[config.mk]
export PLATFORM = sky130hd
export DESIGN_NAME = seg_display
export DESIGN_NICKNAME = d
export VERILOG_FILES = /design/src/rtl/seg_display.sv
export SDC_FILE = /design/constraint.sdc
export NUM_CORES = 1
export LEC_CHECK = 0
export BUFFER_PORTS_ARGS = -buffer_cell sky130_fd_sc_hd__buf_2
export CORE_UTILIZATION = 30
export CTS_CLUSTER_DIAMETER = 120
export CTS_CLUSTER_SIZE = 10
export DETAILED_ROUTE_END_ITERATION = 10
export GPL_ROUTABILITY_DRIVEN = 1
export HOLD_SLACK_MARGIN = 0.03
export SYNTH_ARGS = -nofsm -noshare
export SYNTH_HDL_FRONTEND = slang
export SYNTH_SLANG_ARGS = --single-unit
[constraint.sdc]
create_clock -name Clock_5K -period 3 [get_ports Clock_5K]
set_input_delay 0.45 -clock Clock_5K [delete_from_list [all_inputs] [get_ports Clock_5K]]
set_output_delay 0.45 -clock Clock_5K [all_outputs]
set_load 0.01 [all_outputs]
[src/rtl/seg_display.sv]
// seg_display: 8-digit multiplexed 7-segment driver for a clock / stopwatch readout.
// Optional macro LEAD_ZERO_BLANK_EN blanks the hours tens digit when it is zero.
module seg_display #(
    parameter int SCAN_DIV  = 5,
    parameter int BLINK_DIV = 2500
) (
    input  logic       Clock_5K,
    input  logic       Reset,
    input  logic       Control,
    input  logic [3:0] Hours,
    input  logic [5:0] Mins,
    input  logic [5:0] Secs,
    input  logic [9:0] MSecs,
    input  logic       AM_PM,
    input  logic       Alarm,
    input  logic       SW_State,
    output logic [6:0] Seg,
    output logic       Dp,
    output logic [7:0] Digit,
    output logic       Busy
);

    localparam int SCAN_W  = (SCAN_DIV > 1) ? $clog2(SCAN_DIV) : 1;
    localparam int BLINK_W = (BLINK_DIV > 1) ? $clog2(BLINK_DIV) : 1;
    localparam logic [6:0] GLYPH_BLANK = 7'b1111111;
    localparam logic [6:0] GLYPH_A     = 7'b0001000;
    localparam logic [6:0] GLYPH_P     = 7'b0001100;

    // A frame must be long enough to hold one full conversion plus commit.
    if (SCAN_DIV * 8 < 28) begin : g_bad_scan_div
        $error("seg_display: SCAN_DIV*8 must be at least 28");
    end

    typedef enum logic [1:0] {IDLE, CONV, COMMIT} state_t;

    function automatic logic [6:0] glyph(input logic [3:0] d);
        case (d)
            4'd0:    glyph = 7'b1000000;
            4'd1:    glyph = 7'b1111001;
            4'd2:    glyph = 7'b0100100;
            4'd3:    glyph = 7'b0110000;
            4'd4:    glyph = 7'b0011001;
            4'd5:    glyph = 7'b0010010;
            4'd6:    glyph = 7'b0000010;
            4'd7:    glyph = 7'b1111000;
            4'd8:    glyph = 7'b0000000;
            4'd9:    glyph = 7'b0010000;
            default: glyph = GLYPH_BLANK;
        endcase
    endfunction

    function automatic logic [15:0] add3(input logic [15:0] v);
        logic [15:0] r;
        r = v;
        for (int i = 0; i < 4; i++) begin
            if (r[i*4 +: 4] >= 4'd5) r[i*4 +: 4] = r[i*4 +: 4] + 4'd3;
        end
        return r;
    endfunction

    state_t              state_q, state_d;
    logic [SCAN_W-1:0]   scan_cnt_q, scan_cnt_d;
    logic [2:0]          idx_q, idx_d;
    logic [BLINK_W-1:0]  blink_cnt_q, blink_cnt_d;
    logic                blink_phase_q, blink_phase_d;
    logic [25:0]         sr_q, sr_d;
    logic                ctrl_sh_q, ctrl_sh_d;
    logic                ap_sh_q, ap_sh_d;
    logic [4:0]          bit_cnt_q, bit_cnt_d;
    logic [15:0]         acc_q, acc_d;
    logic [7:0]          h_bcd_q, h_bcd_d;
    logic [7:0]          m_bcd_q, m_bcd_d;
    logic [7:0]          s_bcd_q, s_bcd_d;
    logic [7:0]          ms_bcd_q, ms_bcd_d;
    logic [7:0][6:0]     disp_q, disp_d;
    logic                disp_sw_q, disp_sw_d;
    logic [6:0]          seg_q, seg_d;
    logic                dp_q, dp_d;
    logic [7:0]          digit_q, digit_d;

    logic                frame_start, snap, dark;
    logic [15:0]         acc_add, acc_shift;

    always_comb begin
        state_d       = state_q;
        scan_cnt_d    = scan_cnt_q;
        idx_d         = idx_q;
        blink_cnt_d   = blink_cnt_q;
        blink_phase_d = blink_phase_q;
        sr_d          = sr_q;
        ctrl_sh_d     = ctrl_sh_q;
        ap_sh_d       = ap_sh_q;
        bit_cnt_d     = bit_cnt_q;
        acc_d         = acc_q;
        h_bcd_d       = h_bcd_q;
        m_bcd_d       = m_bcd_q;
        s_bcd_d       = s_bcd_q;
        ms_bcd_d      = ms_bcd_q;
        disp_d        = disp_q;
        disp_sw_d     = disp_sw_q;
        acc_add       = add3(acc_q);
        acc_shift     = {acc_add[14:0], sr_q[25]};

        frame_start = (scan_cnt_q == SCAN_W'(SCAN_DIV - 1)) && (idx_q == 3'd0);
        snap        = SW_State || frame_start;

        if (SW_State) begin
            scan_cnt_d = '0;
            idx_d      = 3'd7;
        end else if (scan_cnt_q == SCAN_W'(SCAN_DIV - 1)) begin
            scan_cnt_d = '0;
            idx_d      = idx_q - 3'd1;
        end else begin
            scan_cnt_d = scan_cnt_q + SCAN_W'(1);
        end

        if (!Alarm) begin
            blink_cnt_d   = '0;
            blink_phase_d = 1'b0;
        end else if (blink_cnt_q == BLINK_W'(BLINK_DIV - 1)) begin
            blink_cnt_d   = '0;
            blink_phase_d = !blink_phase_q;
        end else begin
            blink_cnt_d = blink_cnt_q + BLINK_W'(1);
        end

        case (state_q)
            CONV: begin
                // Field boundaries in the {Hours,Mins,Secs,MSecs} stream: bits 3, 9, 15, 25.
                sr_d      = {sr_q[24:0], 1'b0};
                bit_cnt_d = bit_cnt_q + 5'd1;
                acc_d     = acc_shift;
                case (bit_cnt_q)
                    5'd3:  begin h_bcd_d = acc_shift[7:0]; acc_d = '0; end
                    5'd9:  begin m_bcd_d = acc_shift[7:0]; acc_d = '0; end
                    5'd15: begin s_bcd_d = acc_shift[7:0]; acc_d = '0; end
                    5'd25: begin ms_bcd_d = acc_shift[11:4]; acc_d = '0; state_d = COMMIT; end
                    default: ;
                endcase
            end
            COMMIT: begin
`ifdef LEAD_ZERO_BLANK_EN
                disp_d[7] = (h_bcd_q[7:4] == 4'd0) ? GLYPH_BLANK : glyph(h_bcd_q[7:4]);
`else
                disp_d[7] = glyph(h_bcd_q[7:4]);
`endif
                disp_d[6] = glyph(h_bcd_q[3:0]);
                disp_d[5] = glyph(m_bcd_q[7:4]);
                disp_d[4] = glyph(m_bcd_q[3:0]);
                disp_d[3] = glyph(s_bcd_q[7:4]);
                disp_d[2] = glyph(s_bcd_q[3:0]);
                if (ctrl_sh_q) begin
                    disp_d[1] = GLYPH_BLANK;
                    disp_d[0] = ap_sh_q ? GLYPH_P : GLYPH_A;
                end else begin
                    disp_d[1] = glyph(ms_bcd_q[7:4]);
                    disp_d[0] = glyph(ms_bcd_q[3:0]);
                end
                disp_sw_d = !ctrl_sh_q;
                state_d   = IDLE;
            end
            default: ;
        endcase

        // A new snapshot restarts conversion and cancels any pending commit.
        if (snap) begin
            state_d   = CONV;
            bit_cnt_d = '0;
            acc_d     = '0;
            sr_d      = {Hours, Mins, Secs, MSecs};
            ctrl_sh_d = Control;
            ap_sh_d   = AM_PM;
            disp_d    = disp_q;
            disp_sw_d = disp_sw_q;
        end

        dark    = Alarm && blink_phase_q;
        digit_d = dark ? 8'hFF : ~(8'd1 << idx_q);
        seg_d   = dark ? GLYPH_BLANK : disp_q[idx_q];
        dp_d    = dark ? 1'b1
                       : !((idx_q == 3'd6) || (idx_q == 3'd4) || ((idx_q == 3'd2) && disp_sw_q));
    end

    always_ff @(posedge Clock_5K) begin
        if (Reset) begin
            state_q       <= IDLE;
            scan_cnt_q    <= '0;
            idx_q         <= 3'd7;
            blink_cnt_q   <= '0;
            blink_phase_q <= 1'b0;
            sr_q          <= '0;
            ctrl_sh_q     <= 1'b0;
            ap_sh_q       <= 1'b0;
            bit_cnt_q     <= '0;
            acc_q         <= '0;
            h_bcd_q       <= '0;
            m_bcd_q       <= '0;
            s_bcd_q       <= '0;
            ms_bcd_q      <= '0;
            disp_q        <= {8{GLYPH_BLANK}};
            disp_sw_q     <= 1'b0;
            seg_q         <= GLYPH_BLANK;
            dp_q          <= 1'b1;
            digit_q       <= 8'hFF;
        end else begin
            state_q       <= state_d;
            scan_cnt_q    <= scan_cnt_d;
            idx_q         <= idx_d;
            blink_cnt_q   <= blink_cnt_d;
            blink_phase_q <= blink_phase_d;
            sr_q          <= sr_d;
            ctrl_sh_q     <= ctrl_sh_d;
            ap_sh_q       <= ap_sh_d;
            bit_cnt_q     <= bit_cnt_d;
            acc_q         <= acc_d;
            h_bcd_q       <= h_bcd_d;
            m_bcd_q       <= m_bcd_d;
            s_bcd_q       <= s_bcd_d;
            ms_bcd_q      <= ms_bcd_d;
            disp_q        <= disp_d;
            disp_sw_q     <= disp_sw_d;
            seg_q         <= seg_d;
            dp_q          <= dp_d;
            digit_q       <= digit_d;
        end
    end

    assign Seg   = seg_q;
    assign Dp    = dp_q;
    assign Digit = digit_q;
    assign Busy  = (state_q != IDLE);

endmodule

==> results of run 1 <==
==> sequential cells by signal, indices dropped and copies added, names as in the netlist, named ones only <==
register / cells
ctrl_sh_q: 1
idx_q: 3
ap_sh_q: 1
Digit: 8
disp_q: 56
m_bcd_q: 8
bit_cnt_q: 5
h_bcd_q: 8
Seg: 7
ms_bcd_q: 8
blink_phase_q: 1
disp_sw_q: 1
blink_cnt_q: 12
scan_cnt_q: 3
sr_q: 26
state_q: 2
acc_q: 12
Dp: 1
s_bcd_q: 8
==> through the flow <==
| stage | power [uW] | cells | setup WS (ps) | hold slack (ps) | utilization (%) |
|---|---|---|---|---|---|
| finish | 4960 | 1454 | 445 | 248 | 34.5 |
| global route | 5160 | 1454 | 232 | 253 | 34.5 |
| CTS | 5030 | 1454 | 424 | 234 | 34.5 |
| detailed placement | 2760 | 1422 | 429 | 450 | 32.5 |
| global placement | 2750 | 1422 | 501 | 441 | 32.5 |
| floorplan | 2690 | 1037 | 521 | 426 | - |
==> worst max-delay path by stage <==
stage	from	endpoint	slack (ps)
3_3_place_gp	acc_q[4]$_SDFFE_PP0N_	flip-flop	500
5_1_grt	bit_cnt_q[0]$_SDFFE_PP0N_	flip-flop	230
3_5_place_dp	acc_q[4]$_SDFFE_PP0N_	flip-flop	430
6_report	acc_q[4]$_SDFFE_PP0N_	flip-flop	450
2_1_floorplan	idx_q[1]$_SDFFE_PP1P_	sr_q[10]$_SDFFE_PP0P_	520
4_1_cts	acc_q[4]$_SDFFE_PP0N_	flip-flop	420
==> power by group through the flow <==
stage,Combinational (uW),Clock (uW),Sequential (uW)
CTS,188,2330,2510
global placement,186,0,2570
floorplan,127,0,2560
detailed placement,187,0,2570
global route,210,2430,2520
finish,186,2260,2510
==> worst max-delay path: stages (launching register included) <==
cell and delay [ps]:
dfxtp_1 430, inv_1 90, ha_1 260, nor2b_1 170, or3_1 400, a311oi_2 430
inv_1 150, ha_1 330, and3_1 160, nor3_2 90
==> metal layers <==
layer,up-vias,GRT usage [%]
met5,-,0
met4,0,3.70
met3,13,3.35
met2,121,20.4
met1,3193,19.5
li1,3658,-
==> cells in the final DEF, fill, tap and decap left out, drive strengths merged, types with 3 or more instances in the layout <==
cell | Yosys | final
a211o | 5 | 5
o21ai | 38 | 38
and3 | 10 | 10
nor2 | 122 | 122
ha | 57 | 57
nand3 | 42 | 42
buf | 22 | 64
o22a | 8 | 8
a211oi | 22 | 22
nor2b | 4 | 4
clkbuf | 47 | 19
o311ai | 4 | 4
a21oi | 58 | 58
a22oi | 7 | 7
nand2 | 148 | 148
o211ai | 22 | 22
nor4b | 3 | 3
a31oi | 3 | 3
xor2 | 10 | 10
nor3b | 9 | 9
dfxtp | 185 | 185
or2 | 5 | 5
clkinv | 1 | 6
o221ai | 6 | 6
nand2b | 17 | 17
a311oi | 30 | 30
nand3b | 10 | 10
inv | 47 | 54
mux4 | 14 | 14
mux2i | 16 | 16
o32ai | 5 | 5
nor3 | 15 | 15
xnor2 | 11 | 11
and2 | 5 | 5
==> synthesized netlist by cell type, types with 3 or more instances <==
library cell | instances | area [sq um]
a211o_1 | 4 | 35.0
a211oi_1 | 22 | 165
a21oi_1 | 57 | 285
a22oi_1 | 7 | 52.6
a311oi_1 | 29 | 254
a31oi_1 | 3 | 18.8
and2_1 | 3 | 18.8
and3_1 | 10 | 62.6
buf_1 | 9 | 33.8
buf_2 | 10 | 50.1
clkbuf_1 | 46 | 173
dfxtp_1 | 185 | 3700
ha_1 | 57 | 713
inv_1 | 45 | 169
mux2i_1 | 16 | 160
mux4_2 | 14 | 315
nand2_1 | 148 | 556
nand2b_1 | 17 | 106
nand3_1 | 41 | 205
nand3b_1 | 10 | 75.1
nor2_1 | 121 | 454
nor2b_1 | 4 | 25.0
nor3_1 | 12 | 60.1
nor3_2 | 3 | 30.0
nor3b_1 | 9 | 67.6
nor4b_1 | 3 | 26.3
o211ai_1 | 22 | 165
o21ai_0 | 36 | 180
o221ai_1 | 6 | 52.6
o22a_1 | 8 | 70.1
o311ai_0 | 4 | 35.0
o32ai_2 | 3 | 48.8
or2_2 | 5 | 31.3
xnor2_1 | 11 | 96.3
xor2_1 | 10 | 87.6
==> cell families after synthesis <==
kind of cell / share of synthesized area, %
AO/OA/AOI/OAI: 17.6
XOR/XNOR: 2.04
adder cells (fa/ha/maj): 7.91
buffers and inverters: 5.24
flip-flops: 41.1
multiplexers: 5.27
AND/OR/NAND/NOR: 20.9
==> final cells by class <==
cell class | count | share of cell area (%)
clock buffers | 19 | 4.33
clock inverters | 13 | 1.47
inverters | 48 | 1.81
multi-input cells | 735 | 47.5
flip-flops and latches | 185 | 36.2
well taps | 390 | 4.77
repair buffers | 64 | 3.89
==> out/qor.yml, run 1 <==
status: "finished clean"
regArea_sq_um: 3700
path_max_fanout: 6
reg2reg_from: "acc_q[4]$_SDFFE_PP0N_"
io_buffers: 48
power_frac_seq_pct: 50.7
cts_buffers: 17
antenna_found_initial: 0
grt-ovfl-total: 0
grt_pass1_vias: 6423
top_layer: "met4"
cap_violations: 0
slew_headroom_pct: 55.4
arrival_ps: 2930
cts_root_buf: "clkbuf_16"
ir_worst_vdd_mv: 0.376
cts_resized: 0
synth_edf_count: 0
clock_latency_ps: 440
drt-initial-drc-count: 398
async_flop_share_pct: 0
vias: 6985
p_per_area_nw_per_um2: 485
ff2ff_path_depth: 9
synth_seq_cells: 185
post_cts_buffers: 0
wirelength_mm: 20.0
p_sw_share_pct: 24.2
place_congestion: 0.787
critPathRequiredTime_ps: 3370
n_antenna_cell: 0
min_period_ps: 2550
start_util_pct: 30.4
synth_nets: 1126
synth_ff_type: "dfxtp_1"
p_leak_uw: 0.00381
clock.fmax_ghz: 0.391
core-area_sq_um: 29600
post_drt_wl_per_cell_um: 13.8
multi_input_area_sq_um: 4850
antenna_left: 0
grt_setup_unrepaired: "no"
worstMarginPinSlew_ps: 659
die_h_um: 175
htreeDepth: 4
ys_seq_area_share_pct: 41.1
hold_viol: 0
cp-end-kind: "flip-flop"
synthCells: 1037
synth_warnings: 0
die_x_um: 175
report.final.setup_viol: 0
path_class: "reg -> reg"
cts_tree: "yes"
drc: 0
design_area_sq_um: 10200
syn_area_sq_um: 9020
firstDrtPassIters: 5
route.met3.wl_um: 691
holdBufCountCts: 0
nets: 1140
hold_path_startpoint: "AM_PM"
io_pins: 49
slew_viol_final: 0
synth_cell_types: 74
die_area_sq_um: 30800
fillers: 3100
rrSetupSlack_ps: 450
start_kind: "flip-flop"
p_comb_share_pct: 3.8
synth_area_per_cell_sq_um: 8.70
internal-power_uw: 3760
min_to: "ap_sh_q$_SDFFE_PP0P_"
dpl_cell_area_sq_um: 9630
dr_wl_met2_mm: 8.60
p_sw_uw: 1200
drive_above_1_share_pct: 13.0
clock_sinks: 185
dpl.hpwl_mm: 13.9
timing.final.crit_share_pct: 85.2
fin_skew_ps: 14.5
rows: 63
min_delay_path_depth: 3
avgViaCountPerCell: 4.80
tns_ps: 0
syn2layout_area_growth_pct: 13.3
pwr-share-clk_pct: 45.6
grt_usage_pct: 13.7
hold_class: "in -> reg"
cts.clk_slew.worst_paths_ps: 80
wl_met1_mm: 10.6
grt_max_degree: 70
grt_first_pass_wirelength_mm: 33.6
clk_path_buf_depth: 2
Power figures use the tool's default switching activity.
==> run 2, diff against run 1 <==
Settings changed: CORE_ASPECT_RATIO set to 1.75.
==> out/qor.yml, run 2 (synthesis gave the netlist of run 1 again) <==
die_x_um: 133
post_cts_buffers: 0
final_cell_mix: "dfxtp_1 (185), nand2_1 (148), nor2_1 (120)"
worstPathCellList: "inv_1, ha_1, nor2b_1, or3_1, a311oi_2, inv_1, ha_1, and3_1, nor3_2"
clock.fmax_ghz: 0.395
hold_slack_ps: 242
start_kind: "flip-flop"
use_met3_pct: 2.91
io_pins: 49
cp_slowest_stage_delay_ps: 420
cp-end-kind: "flip-flop"
fin_skew_ps: 9.97
cts_resized: 0
cts_buffers: 17
hold_class: "in -> reg"
slew_headroom_pct: 21.9
gr-max-usage-layer: "met2"
n_antenna_cell: 0
antenna_left: 0
slew_viol_final: 0
drt-initial-drc-count: 276
grt-ovfl-total: 0
die_h_um: 231
nets: 1140
ir_worst_vdd_mv: 0.391
clock_sinks: 185
post_drt_wl_per_cell_um: 14.9
layout_commonest_cell: "dfxtp_1"
critPathRequiredTime_ps: 3370
rows: 83
drive_above_1_share_pct: 12.5
arrival_ps: 2900
min_period_ps: 2530
hold_viol: 0
biggestRegsByFlops: "disp_q: 56 flops, sr_q: 26 flops"
status: "finished clean"
largest_reg_flops: 56
dpl.hpwl_mm: 15.6
p_per_area_nw_per_um2: 475
syn2layout_area_growth_pct: 12.5
core-area_sq_um: 29500
fin_ws_ps: 466
worstMarginPinSlew_ps: 1170
clk_path_buf_depth: 2
slowest_stage: "dfxtp_1"
holdBufCountCts: 0
avgViaCountPerCell: 4.98
use_met2_pct: 27.5
cts.clk_slew.worst_paths_ps: 70
path_class: "reg -> reg"
timing.final.crit_share_pct: 84.5
grt_setup_unrepaired: "no"
cts_tree: "yes"
tns_ps: 0
start_util_pct: 30.6
io_buffers: 48
antenna_found_initial: 0
grt_use_met1_pct: 15.4
fin_util_pct: 34.4
grt_pass1_vias: 7006
grt_max_degree: 68
place_congestion: 0.794
drc: 0
firstDrtPassIters: 7
report.final.setup_viol: 0
cts_root_buf: "clkbuf_16"
regMostFlops: "disp_q"
grt_usage_pct: 14.7
path_max_fanout: 6
die_area_sq_um: 30800
wirelength_mm: 21.5
clock_latency_ps: 440
htreeDepth: 4
cap_violations: 0
vias: 7190
dpl_worst_slack_ps: 461
grt_first_pass_wirelength_mm: 35.5
p_leak_uw: 0.00377
-- run 2: layout make-up --
type | count | area, sq um
multi-input cells | 735 | 4850
fillers | 3176 | 19400
clock buffers | 22 | 464
repair buffers | 64 | 385
flip-flops and latches | 185 | 3700
well taps | 382 | 478
inverters | 48 | 185
clock inverters | 7 | 72.6
-- run 2: path summary, 6_finish.rpt --
path                                                 from                        end  slack [ps]  cells after the start
worst max-delay path                acc_q[4]$_SDFFE_PP0N_                  flip-flop         470                      9
worst min-delay path                                AM_PM       ap_sh_q$_SDFFE_PP0P_         240                      3
worst max register to register      acc_q[4]$_SDFFE_PP0N_                  flip-flop         470                      9
worst min register to register  blink_cnt_q[0]$_SDFF_PP0_  blink_cnt_q[0]$_SDFF_PP0_         460                      1
-- run 2: metrics by stage --
step,instances,cell area (sq um),power [uW]
final,1443,10100,4820
after global routing,1443,10100,5010
after CTS,1443,10100,4880
after detailed placement,1414,9610,2760
after global placement,1414,9610,2760
after floorplan,1037,9020,2690
-- run 2: metal layers --
metal | share of wire, % | wire (um) | up-vias
li1 | - | - | 3639
met1 | 41 | 8730 | 3404
met2 | 53 | 11500 | 110
met3 | 2.7 | 590 | 37
met4 | 3.3 | 701 | 0
met5 | 0 | 0 | -
-- run 2: worst max-delay path: cells and delay by family (launching register included) --
family | cells | cell delay [ps]
AO/OA/AOI/OAI | 1 | 400
adder cells (fa/ha/maj) | 2 | 590
buffers and inverters | 2 | 240
flip-flops | 1 | 420
AND/OR/NAND/NOR | 4 | 810
-- run 2: power by group --
part | total (uW) | switching (uW) | internal [uW]
Combinational | 186 | 123 | 63.1
Sequential | 2510 | 25.2 | 2490
Clock | 2110 | 943 | 1170
